--- config.mk ---
export PLATFORM = sky130hd
export DESIGN_NAME = draw_source_arbiter
export DESIGN_NICKNAME = d
export VERILOG_FILES = /design/src/rtl/draw_source_arbiter.sv
export SDC_FILE = /design/constraint.sdc
export NUM_CORES = 1
export LEC_CHECK = 0
export BUFFER_PORTS_ARGS = -buffer_cell sky130_fd_sc_hd__buf_4
export CAP_MARGIN = 20
export CORE_MARGIN = 3
export CORE_UTILIZATION = 28
export CTS_BUF_LIST = sky130_fd_sc_hd__clkbuf_4
export DETAILED_ROUTE_END_ITERATION = 8
export PLACE_DENSITY = 0.5
export SYNTH_ARGS = -nofsm -noshare
export SYNTH_HDL_FRONTEND = slang
export SYNTH_SLANG_ARGS = --single-unit
--- constraint.sdc ---
create_clock -name clk -period 3 [get_ports clk]
set_input_delay 0.15 -clock clk [delete_from_list [all_inputs] [get_ports clk]]
set_output_delay 0.15 -clock clk [all_outputs]
set_load 0.05 [all_outputs]
--- src/rtl/draw_source_arbiter.sv ---
// Per-frame arbiter: grants the shared draw bus to enabled sources in ascending order and streams accepted pixels to the framebuffer.
// One register stage from bus to fb write port; write_awaited is the only backpressure, 1 pixel/cycle while granted.
module draw_source_arbiter #(
    parameter int NUM_SOURCES      = 4,
    parameter int SOURCE_SEL_ADDRW = 2,
    parameter int COLOR_DEPTH      = 9,
    parameter int FB_WIDTH         = 640,
    parameter int FB_HEIGHT        = 480,
    parameter int WAIT_TIMEOUT     = 4095,
    parameter int MAX_BURST        = 4096
) (
    input  logic                        clk,
    input  logic                        resetN,
    input  logic                        frame,
    input  logic [NUM_SOURCES-1:0]      source_enable,
    output logic [SOURCE_SEL_ADDRW-1:0] write_source_sel,
    output logic                        write_awaited,
    input  logic                        write_active,
    input  logic [COLOR_DEPTH-1:0]      write_color_data,
    input  logic                        write_transparent,
    input  logic [31:0]                 write_x_addr,
    input  logic [31:0]                 write_y_addr,
    output logic                        fb_we,
    output logic [18:0]                 fb_addr,
    output logic [COLOR_DEPTH-1:0]      fb_data,
    output logic                        busy,
    output logic                        frame_done,
    output logic [7:0]                  overrun_count
);

    localparam int PTR_W   = SOURCE_SEL_ADDRW + 1;
    localparam int WAIT_W  = $clog2(WAIT_TIMEOUT + 1);
    localparam int BURST_W = $clog2(MAX_BURST + 1);
    localparam int ADDR_W  = 19;

    localparam logic signed [31:0] FB_W_S = FB_WIDTH;
    localparam logic signed [31:0] FB_H_S = FB_HEIGHT;
    localparam logic [ADDR_W-1:0]  FB_W_A = ADDR_W'(FB_WIDTH);

    typedef enum logic [2:0] {
        S_IDLE,
        S_SCAN,
        S_GRANT,
        S_STREAM,
        S_DONE
    } state_t;

    state_t                      state_q, state_d;
    logic [NUM_SOURCES-1:0]      en_q, en_d;
    logic [PTR_W-1:0]            ptr_q, ptr_d;
    logic [SOURCE_SEL_ADDRW-1:0] sel_q, sel_d;
    logic [WAIT_W-1:0]           wait_cnt_q, wait_cnt_d;
    logic [BURST_W-1:0]          burst_cnt_q, burst_cnt_d;
    logic                        fb_we_q, fb_we_d;
    logic [ADDR_W-1:0]           fb_addr_q, fb_addr_d;
    logic [COLOR_DEPTH-1:0]      fb_data_q, fb_data_d;
    logic [7:0]                  overrun_q, overrun_d;

    logic                        bus_owned;
    logic                        bus_act;
    logic                        pix_ok;
    logic                        scan_found;
    logic [PTR_W-1:0]            scan_idx;
    logic                        wait_last;
    logic                        burst_last;
    logic signed [31:0]          x_s;
    logic signed [31:0]          y_s;
    logic [ADDR_W-1:0]           pix_addr;

    assign x_s        = write_x_addr;
    assign y_s        = write_y_addr;
    assign pix_addr   = write_y_addr[ADDR_W-1:0] * FB_W_A + write_x_addr[ADDR_W-1:0];
    assign bus_owned  = (state_q == S_GRANT) || (state_q == S_STREAM);
    assign wait_last  = (wait_cnt_q == WAIT_W'(WAIT_TIMEOUT - 1));
    assign burst_last = (burst_cnt_q == BURST_W'(MAX_BURST - 1));

    // Undriven or unknown bus levels fall into the else branch and read as idle / opaque-reject.
    always_comb begin
        bus_act = 1'b0;
        if (bus_owned && (write_active == 1'b1)) begin
            bus_act = 1'b1;
        end
        pix_ok = 1'b0;
        if ((write_transparent == 1'b0) &&
            (x_s >= 32'sd0) && (x_s < FB_W_S) &&
            (y_s >= 32'sd0) && (y_s < FB_H_S)) begin
            pix_ok = 1'b1;
        end
    end

    // Lowest enabled source at or above the pointer; iterate downward so the lowest index wins.
    always_comb begin
        scan_found = 1'b0;
        scan_idx   = '0;
        for (int i = NUM_SOURCES - 1; i >= 0; i--) begin
            if (en_q[i] && (PTR_W'(i) >= ptr_q)) begin
                scan_found = 1'b1;
                scan_idx   = PTR_W'(i);
            end
        end
    end

    always_ff @(posedge clk) begin
        if (!resetN) begin
            state_q <= S_IDLE;
        end else begin
            state_q <= state_d;
        end
    end

    always_comb begin
        state_d = state_q;
        case (state_q)
            S_IDLE: begin
                if (frame) begin
                    state_d = S_SCAN;
                end
            end
            S_SCAN: begin
                state_d = scan_found ? S_GRANT : S_DONE;
            end
            S_GRANT: begin
                if (bus_act) begin
                    state_d = burst_last ? S_SCAN : S_STREAM;
                end else if (wait_last) begin
                    state_d = S_SCAN;
                end
            end
            S_STREAM: begin
                if (!bus_act || burst_last) begin
                    state_d = S_SCAN;
                end
            end
            S_DONE: begin
                state_d = S_IDLE;
            end
            default: begin
                state_d = S_IDLE;
            end
        endcase
    end

    always_comb begin
        write_awaited = 1'b0;
        busy          = 1'b0;
        frame_done    = 1'b0;
        case (state_q)
            S_SCAN:   busy = 1'b1;
            S_GRANT,
            S_STREAM: begin
                busy          = 1'b1;
                write_awaited = 1'b1;
            end
            S_DONE:   frame_done = 1'b1;
            default:  ;
        endcase
    end

    always_comb begin
        en_d        = en_q;
        ptr_d       = ptr_q;
        sel_d       = sel_q;
        wait_cnt_d  = wait_cnt_q;
        burst_cnt_d = burst_cnt_q;
        fb_we_d     = 1'b0;
        fb_addr_d   = fb_addr_q;
        fb_data_d   = fb_data_q;
        overrun_d   = overrun_q;

        if ((state_q == S_IDLE) && frame) begin
            en_d  = source_enable;
            ptr_d = '0;
        end

        if (state_q == S_SCAN) begin
            wait_cnt_d  = '0;
            burst_cnt_d = '0;
            if (scan_found) begin
                ptr_d = scan_idx;
                sel_d = scan_idx[SOURCE_SEL_ADDRW-1:0];
            end
        end

        if ((state_q == S_GRANT) && !bus_act) begin
            wait_cnt_d = wait_cnt_q + WAIT_W'(1);
        end

        if (bus_act) begin
            burst_cnt_d = burst_cnt_q + BURST_W'(1);
            if (pix_ok) begin
                fb_we_d   = 1'b1;
                fb_addr_d = pix_addr;
                fb_data_d = write_color_data;
            end
        end

        // Leaving the bus, by release, timeout or burst cap, moves on past the current source.
        if (bus_owned && (state_d == S_SCAN)) begin
            ptr_d = ptr_q + PTR_W'(1);
        end

        if (frame && (state_q != S_IDLE) && (overrun_q != 8'hFF)) begin
            overrun_d = overrun_q + 8'd1;
        end
    end

    always_ff @(posedge clk) begin
        if (!resetN) begin
            en_q        <= '0;
            ptr_q       <= '0;
            sel_q       <= '0;
            wait_cnt_q  <= '0;
            burst_cnt_q <= '0;
            fb_we_q     <= 1'b0;
            fb_addr_q   <= '0;
            fb_data_q   <= '0;
            overrun_q   <= '0;
        end else begin
            en_q        <= en_d;
            ptr_q       <= ptr_d;
            sel_q       <= sel_d;
            wait_cnt_q  <= wait_cnt_d;
            burst_cnt_q <= burst_cnt_d;
            fb_we_q     <= fb_we_d;
            fb_addr_q   <= fb_addr_d;
            fb_data_q   <= fb_data_d;
            overrun_q   <= overrun_d;
        end
    end

    assign write_source_sel = sel_q;
    assign fb_we            = fb_we_q;
    assign fb_addr          = fb_addr_q;
    assign fb_data          = fb_data_q;
    assign overrun_count    = overrun_q;

endmodule
==> results of run 1 <==
==> critical path: stages <==
cell       delay, ps
buf_4            120
ha_1             300
ha_1             300
a21o_1           180
a21oi_1          220
nor2b_1           70
o21a_1           190
o41ai_1          320
xnor2_1          110
ha_1             220
nor3_1           210
nor2_1           100
a2111oi_2        360
nor3b_1           90
==> registers in the layout, summed over array words and instances (netlist names) <==
name,cells
write_source_sel,2
burst_cnt_q,13
wait_cnt_q,12
ptr_q,3
fb_we,1
overrun_count,8
state_q,3
fb_addr,19
en_q,4
fb_data,9
==> per-stage QoR <==
stage | cells | utilization (%) | worst slack [ps] | hold WS (ps) | area (sq um)
finish | 844 | 39.3 | 383 | 70.5 | 5800
global route | 844 | 39.3 | 250 | 39.8 | 5800
CTS | 844 | 39.3 | 436 | 28.9 | 5800
detailed placement | 810 | 36.9 | -41.5 | 391 | 5450
global placement | 810 | 36.9 | -51.8 | 381 | 5450
floorplan | 507 | - | 268 | 288 | 4290
==> power by group through the flow <==
stage / Clock [mW] / Combinational (mW) / Sequential (mW)
6_report: 0.689 / 0.657 / 1.02
5_1_grt: 0.761 / 0.742 / 1.02
4_1_cts: 0.723 / 0.663 / 1.02
3_5_place_dp: 0 / 0.638 / 1.04
3_3_place_gp: 0 / 0.633 / 1.04
2_1_floorplan: 0 / 0.394 / 1.05
==> repair_timing <==
action,CTS,global route
setup endpoints to repair,0,0
endpoints found under the hold margin,20,0
hold buffers,20,0
==> cells in the mapped netlist, drive strengths merged, types with 2 or more instances <==
master	instances	area, sq um
a211oi	4	30.0
a21o	5	37.5
a21oi	40	200
a22oi	4	30.0
a31oi	3	25.0
and2	7	43.8
and3	9	56.3
buf	4	30.0
clkbuf	11	41.3
dfxtp	74	1480
fa	2	40.0
ha	36	450
inv	17	63.8
mux2	5	56.3
mux2i	28	280
nand2	31	116
nand2b	2	12.5
nand3	18	90.1
nand3b	3	22.5
nand4	12	75.1
nor2	74	278
nor2b	5	31.3
nor3	12	60.1
nor3b	2	15.0
nor4	14	103
o2111ai	3	26.3
o211ai	2	15.0
o21a	3	22.5
o21ai	25	125
o311ai	4	35.0
o31ai	3	22.5
or3	7	43.8
or4	3	22.5
xnor2	16	140
xor2	4	35.0
==> per-layer routing <==
layer  part of all wire [%]  routed length (um)
met5                      0                   0
met3                    5.2                 606
met4                    1.2                 140
met2                     47                5490
met1                     46                5360
==> path summary, 6_finish.rpt <==
check	from	endpoint	slack [ps]	depth (start not counted)
min	resetN	wait_cnt_q[4]	70	3
min reg2reg	fb_addr[15]	fb_addr[15]	460	2
max reg2reg	state_q[2]	fb_addr[3]	650	6
max	write_y_addr[2]	fb_addr[18]	380	14
==> placed cells by master (no fill, tap or decap), drive strengths merged, types with 2 or more instances in the layout <==
master	count
a31oi	3
nor2b	5
nor3	12
nor3b	2
clkbuf	9
dfxtp	74
a22oi	4
dlygate4sd3	20
a211oi	4
o31ai	3
nand4	12
mux2	5
nor4	14
nor2	74
xnor2	16
xor2	4
ha	36
o21ai	25
o211ai	2
o311ai	4
fa	2
buf	134
bufinv	2
nand2	31
nand2b	2
or3	7
mux2i	28
and3	9
a21o	5
nand3b	3
clkinv	2
o21a	3
a21oi	40
or4	3
inv	18
and2	7
o2111ai	3
nand3	18
==> cells by family after synthesis <==
family | synth area share, %
xor gates and xnor gates | 4.09
DFF | 34.6
adders and majority gates | 11.4
muxes | 7.85
and+or+nand+nor | 23.6
buffers and inverters | 3.24
AOI/OAI and AO/OA | 15.2
==> layout make-up <==
type	count	area [sq um]	area share, %
clock buffers	9	67.6	1.16
clock inverters	5	81.3	1.40
inverters	18	67.6	1.16
multi-input cells	400	2670	46.0
flip-flops and latches	74	1480	25.5
well taps	184	230	3.97
repair buffers	154	1210	20.8
==> flow_summary_export.csv, run 1 <==
group,metric,value,unit
cells_and_area,drive_gt1_share,24.2,%
grt,grt_pass1_vias,4104,
timing,tightest_slew,635,ps
clock_network,cts_resized,0,
power,vdd_ir_drop_max,0.000223,V
critical_path,setup.worst_path.end_class,"register",
power,p_clk_share,29.2,%
floorplan,ios,124,
timing,hold_viol,0,
clock_network,insertion_delay,430,ps
outcome,outcome,"complete, no violations",
power,p_per_area,407,nW/um^2
yosys,synth_cells,507,
yosys,synth_fp_nets,627,
timing,setup_violations,0,
yosys,syn_area,4290,sq um
worst_hold_path,worstHoldPathType,"in -> reg",
grt,grt_pass1_wl,19200,um
cells_and_area,area_growth,35.3,%
placed_design,gp_congestion,0.773,
detailed_routing,dr.pass1.iters,4,
detailed_routing,drt-initial-drc-count,191,
clock_network,post_cts_buffers,0,
detailed_routing,drc,0,
timing,slew_violations,0,
timing,rsz0062_at_grt,"no",
grt,antenna_found_initial,0,
timing,fin_worst_skew,16.6,ps
power,finalPower,2.36,mW
grt,met2_usage,23.8,%
yosys,synth_ff_type,"dfxtp_1",
critical_path,crit_fanout,3,
yosys,yosysWarnings,0,
clock_network,cts_max_level,3,
power,p_leak,2.44,nW
grt,grt-ovfl-total,0,
timing,slew_headroom,57.6,%
cells_and_area,diodes,0,
grt,grt_use_met1,17.3,%
grt,top_usage_layer,"met2",
detailed_routing,routed_wl,11600,um
placed_design,hpwl,8930,um
floorplan,dieHeight,130,um
critical_path,cp.arrival,2940,ps
yosys,synth_edf_count,0,
power,p_comb_share,27.8,%
clock_network,clk_pin_slew_worst_paths,120,ps
floorplan,core_area,14800,sq um
detailed_routing,routed_via_density,4.91,
yosys,ys_types,55,
floorplan,die_area,16800,sq um
power,p_seq_share,43.0,%
timing,finalCritPeriodShare,87.2,%
timing,fmax,382,MHz
timing,final.min_clock_period,2620,ps
clock_network,clock-sinks,74,
floorplan,die_w,130,um
critical_path,path_class,"in -> reg",
power,p_switching,0.722,mW
clock_network,cts_buffers,9,
cells_and_area,final_nets,777,
detailed_routing,postRouteAntennaNets,0,
placed_design,io_buffer_count,123,
clock_network,cts_tree,"yes",
yosys,async_flop_share,0,%
power,swShare,30.6,%
grt,grt_max_degree,34,
yosys,syn_area_per_cell,8.45,sq um
critical_path,critPathRequiredTime,3320,ps
floorplan,num_rows,44,
grt,met3_usage,4.42,%
grt,grt_usage,14.1,%
floorplan,start_util,29.1,%
run,cap_violations,0,
power,internal-power,1.64,mW
clock_network,clk_path_buf_depth,2,
cells_and_area,num-fill-cells,1499,
yosys,ys_ff_latch,74,
yosys,synth.yosys.seq_area_share,34.6,%
critical_path,worstSetupStartpointType,"input pin",
detailed_routing,vias,4148,
clock_network,cts-root-buf,"clkbuf_4",
timing,tns,0,ps
detailed_routing,wire_per_inst,13.7,um
No activity file was read; power rests on OpenSTA's default activity.
==> run 2: changes to the inputs <==
--- a/config.mk
+++ b/config.mk
@@ -5,13 +5,13 @@
 export SDC_FILE = /design/constraint.sdc
 export NUM_CORES = 1
 export LEC_CHECK = 0
+export ABC_AREA = 1
 export BUFFER_PORTS_ARGS = -buffer_cell sky130_fd_sc_hd__buf_4
 export CAP_MARGIN = 20
 export CORE_MARGIN = 3
 export CORE_UTILIZATION = 28
 export CTS_BUF_LIST = sky130_fd_sc_hd__clkbuf_4
 export DETAILED_ROUTE_END_ITERATION = 8
-export PLACE_DENSITY = 0.5
 export SYNTH_ARGS = -nofsm -noshare
 export SYNTH_HDL_FRONTEND = slang
 export SYNTH_SLANG_ARGS = --single-unit
==> flow_summary_export.csv, run 2 <==
group,metric,value,unit
cells_and_area,drive_gt1_share,18.6,%
floorplan,ios,124,
critical_path,crit_path_max_incr_delay,400,ps
yosys,synth_top_area_share,31.9,%
yosys,synth_edf_count,0,
cells_and_area,utilization,38.2,%
timing,finalCritPeriodShare,81.7,%
timing,fmax,408,MHz
detailed_routing,wire_per_inst,12.6,um
power,vdd_ir_drop_max,0.000154,V
grt,grt_pass1_vias,4718,
floorplan,start_util,29.0,%
clock_network,cts_buffers,9,
timing,whs,76.9,ps
timing,slew_headroom,61.8,%
timing,hold_viol,0,
yosys,syn_area,4650,sq um
yosys,yosysTopAreaCell,"dfxtp_1",
critical_path,worstSetupStartpointType,"input pin",
yosys,synth_ff_type,"dfxtp_1",
cells_and_area,final_common_cell,"buf_4",
critical_path,critPathRequiredTime,3330,ps
yosys,async_flop_share,0,%
critical_path,cp.arrival,2780,ps
critical_path,path_class,"in -> reg",
clock_network,cts_max_level,3,
cells_and_area,largest_register_ffs,19,
yosys,synth_area_leaders,"dfxtp_1 32%, ha_1 9.7%, nand2_1 9.7%, nor2_1 9.4%, inv_1 6.9%",
yosys,synth_fp_nets,805,
clock_network,insertion_delay,450,ps
placed_design,hpwl,10300,um
timing,rsz0062_at_grt,"no",
detailed_routing,drc,0,
clock_network,cts_resized,0,
cells_and_area,fin_area,6140,sq um
yosys,ys_types,37,
placed_design,dpl_cell_area,5790,sq um
floorplan,core_area,16100,sq um
yosys,synth.yosys.seq_area_share,31.9,%
critical_path,setup.worst_path.end_class,"register",
worst_hold_path,worstHoldPathType,"in -> reg",
critical_path,crit_top_cell,"ha_1",
floorplan,dieHeight,135,um
power,p_leak,2.80,nW
outcome,outcome,"complete, no violations",
yosys,synth_common_cells,"120 x nand2_1, 116 x nor2_1, 86 x inv_1",
detailed_routing,postRouteAntennaNets,0,
clock_network,post_cts_buffers,0,
clock_network,clock-sinks,74,
floorplan,num_rows,46,
detailed_routing,dr.pass1.iters,5,
timing,setup_ws,550,ps
clock_network,cts-root-buf,"clkbuf_4",
grt,antenna_found_initial,0,
timing,final.min_clock_period,2450,ps
yosys,syn_area_per_cell,6.79,sq um
cells_and_area,diodes,0,
grt,grt_pass1_wl,22200,um
grt,grt_max_degree,49,
placed_design,io_buffer_count,123,
floorplan,die_w,135,um
run,cap_violations,0,
critical_path,rrSetupSlack,710,ps
critical_path,cp_cell_sequence,"buf_4 -> ha_1 -> ha_1 -> inv_1 -> fa_1 -> o21ai_0 -> buf_4 -> a31oi_1 -> xnor2_1 -> ha_1 -> inv_1 -> o21bai_1 -> a31oi_1 -> nand4_1 -> a21oi_1 -> nor2_1",
yosys,ys_ff_latch,74,
timing,tightest_slew,571,ps
detailed_routing,vias,4864,
placed_design,dpl_worst_slack,150,ps
critical_path,crit_slowest_cell,"fa_1",
grt,grt_usage,15.1,%
critical_path,crit_fanout,5,
yosys,yosysWarnings,0,
clock_network,clk_pin_slew_worst_paths,110,ps
cells_and_area,final_cell_mix,"129 x buf_4, 120 x nand2_1, 116 x nor2_1, 86 x inv_1, 74 x dfxtp_1",
clock_network,cts_tree,"yes",
detailed_routing,routed_wl,13300,um
timing,slew_violations,0,
timing,tns,0,ps
yosys,yosysMostFrequentCell,"nand2_1",
timing,setup_violations,0,
floorplan,die_area,18200,sq um
clock_network,clk_path_buf_depth,2,
yosys,synth_cells,685,
detailed_routing,routed_via_density,4.63,
power,p_per_area,400,nW/um^2
clock_network,hold_buffers,20,
grt,grt-ovfl-total,0,
cells_and_area,final_nets,950,
timing,fin_worst_skew,31.3,ps
placed_design,gp_congestion,0.934,
detailed_routing,drt-initial-drc-count,251,
cells_and_area,area_growth,32.1,%
-- run 2: changes by cell type in the layout (fill, tap and decap cells not counted), sizes merged, moves of 11 or more --
cell	previous run	this run
mux2i	28	0
nor2	74	118
a21oi	40	51
nand2	31	121
inv	18	89
o21ai	25	58
nand3	18	37
-- run 2: cell type report --
type                    instances  area (sq um)
well taps                     216           270
clock buffers                   9          67.6
fillers                      1726          9920
clock inverters                 6          82.6
multi-input cells             506          2730
repair buffers                149          1170
inverters                      90           338
flip-flops and latches         74          1480
-- run 2: path summary, 6_finish.rpt --
check / startpoint / endpoint / depth (start not counted)
max: write_y_addr[1] / fb_addr[17] / 16
min: write_x_addr[28] / fb_we / 6
max reg2reg: state_q[2] / fb_addr[17] / 12
min reg2reg: en_q[2] / en_q[2] / 2
-- run 2: per-stage QoR --
step | power (mW) | instances
3_3_place_gp | 1.76 | 1015
2_1_floorplan | 1.52 | 685
6_report | 2.46 | 1050
5_1_grt | 2.64 | 1050
4_1_cts | 2.50 | 1050
3_5_place_dp | 1.75 | 1015
-- run 2: where the power goes --
group / internal [mW] / total, mW / switching (mW)
sequential: 1.00 / 1.02 / 0.0159
clock: 0.329 / 0.698 / 0.369
combinational: 0.309 / 0.742 / 0.432
-- run 2: logic make-up (layout without fill, tap and decap cells) --
family / Yosys count / in the layout / synth area share (%)
AOI/OAI and AO/OA: 132 / 132 / 15.6
xor gates and xnor gates: 19 / 19 / 3.58
adders and majority gates: 38 / 38 / 10.5
buffers and inverters: 105 / 254 / 9.39
DFF: 74 / 74 / 31.9
and+or+nand+nor: 317 / 317 / 29.0
-- run 2: routing by layer --
metal  share of wire, %  wire length [um]  GRT usage [%]
met1                 48              6320           19.6
met2                 46              6080           25.4
met3                4.8               631           2.72
met4                1.6               216           4.69
met5                  0                 0              0
-- run 2: critical path: cells and delay by family --
family | cells | cell delay, ps
simple gates | 2 | 160
compound gates | 5 | 700
buf+inv | 4 | 440
xor+xnor | 1 | 140
fa+ha+maj | 4 | 1190
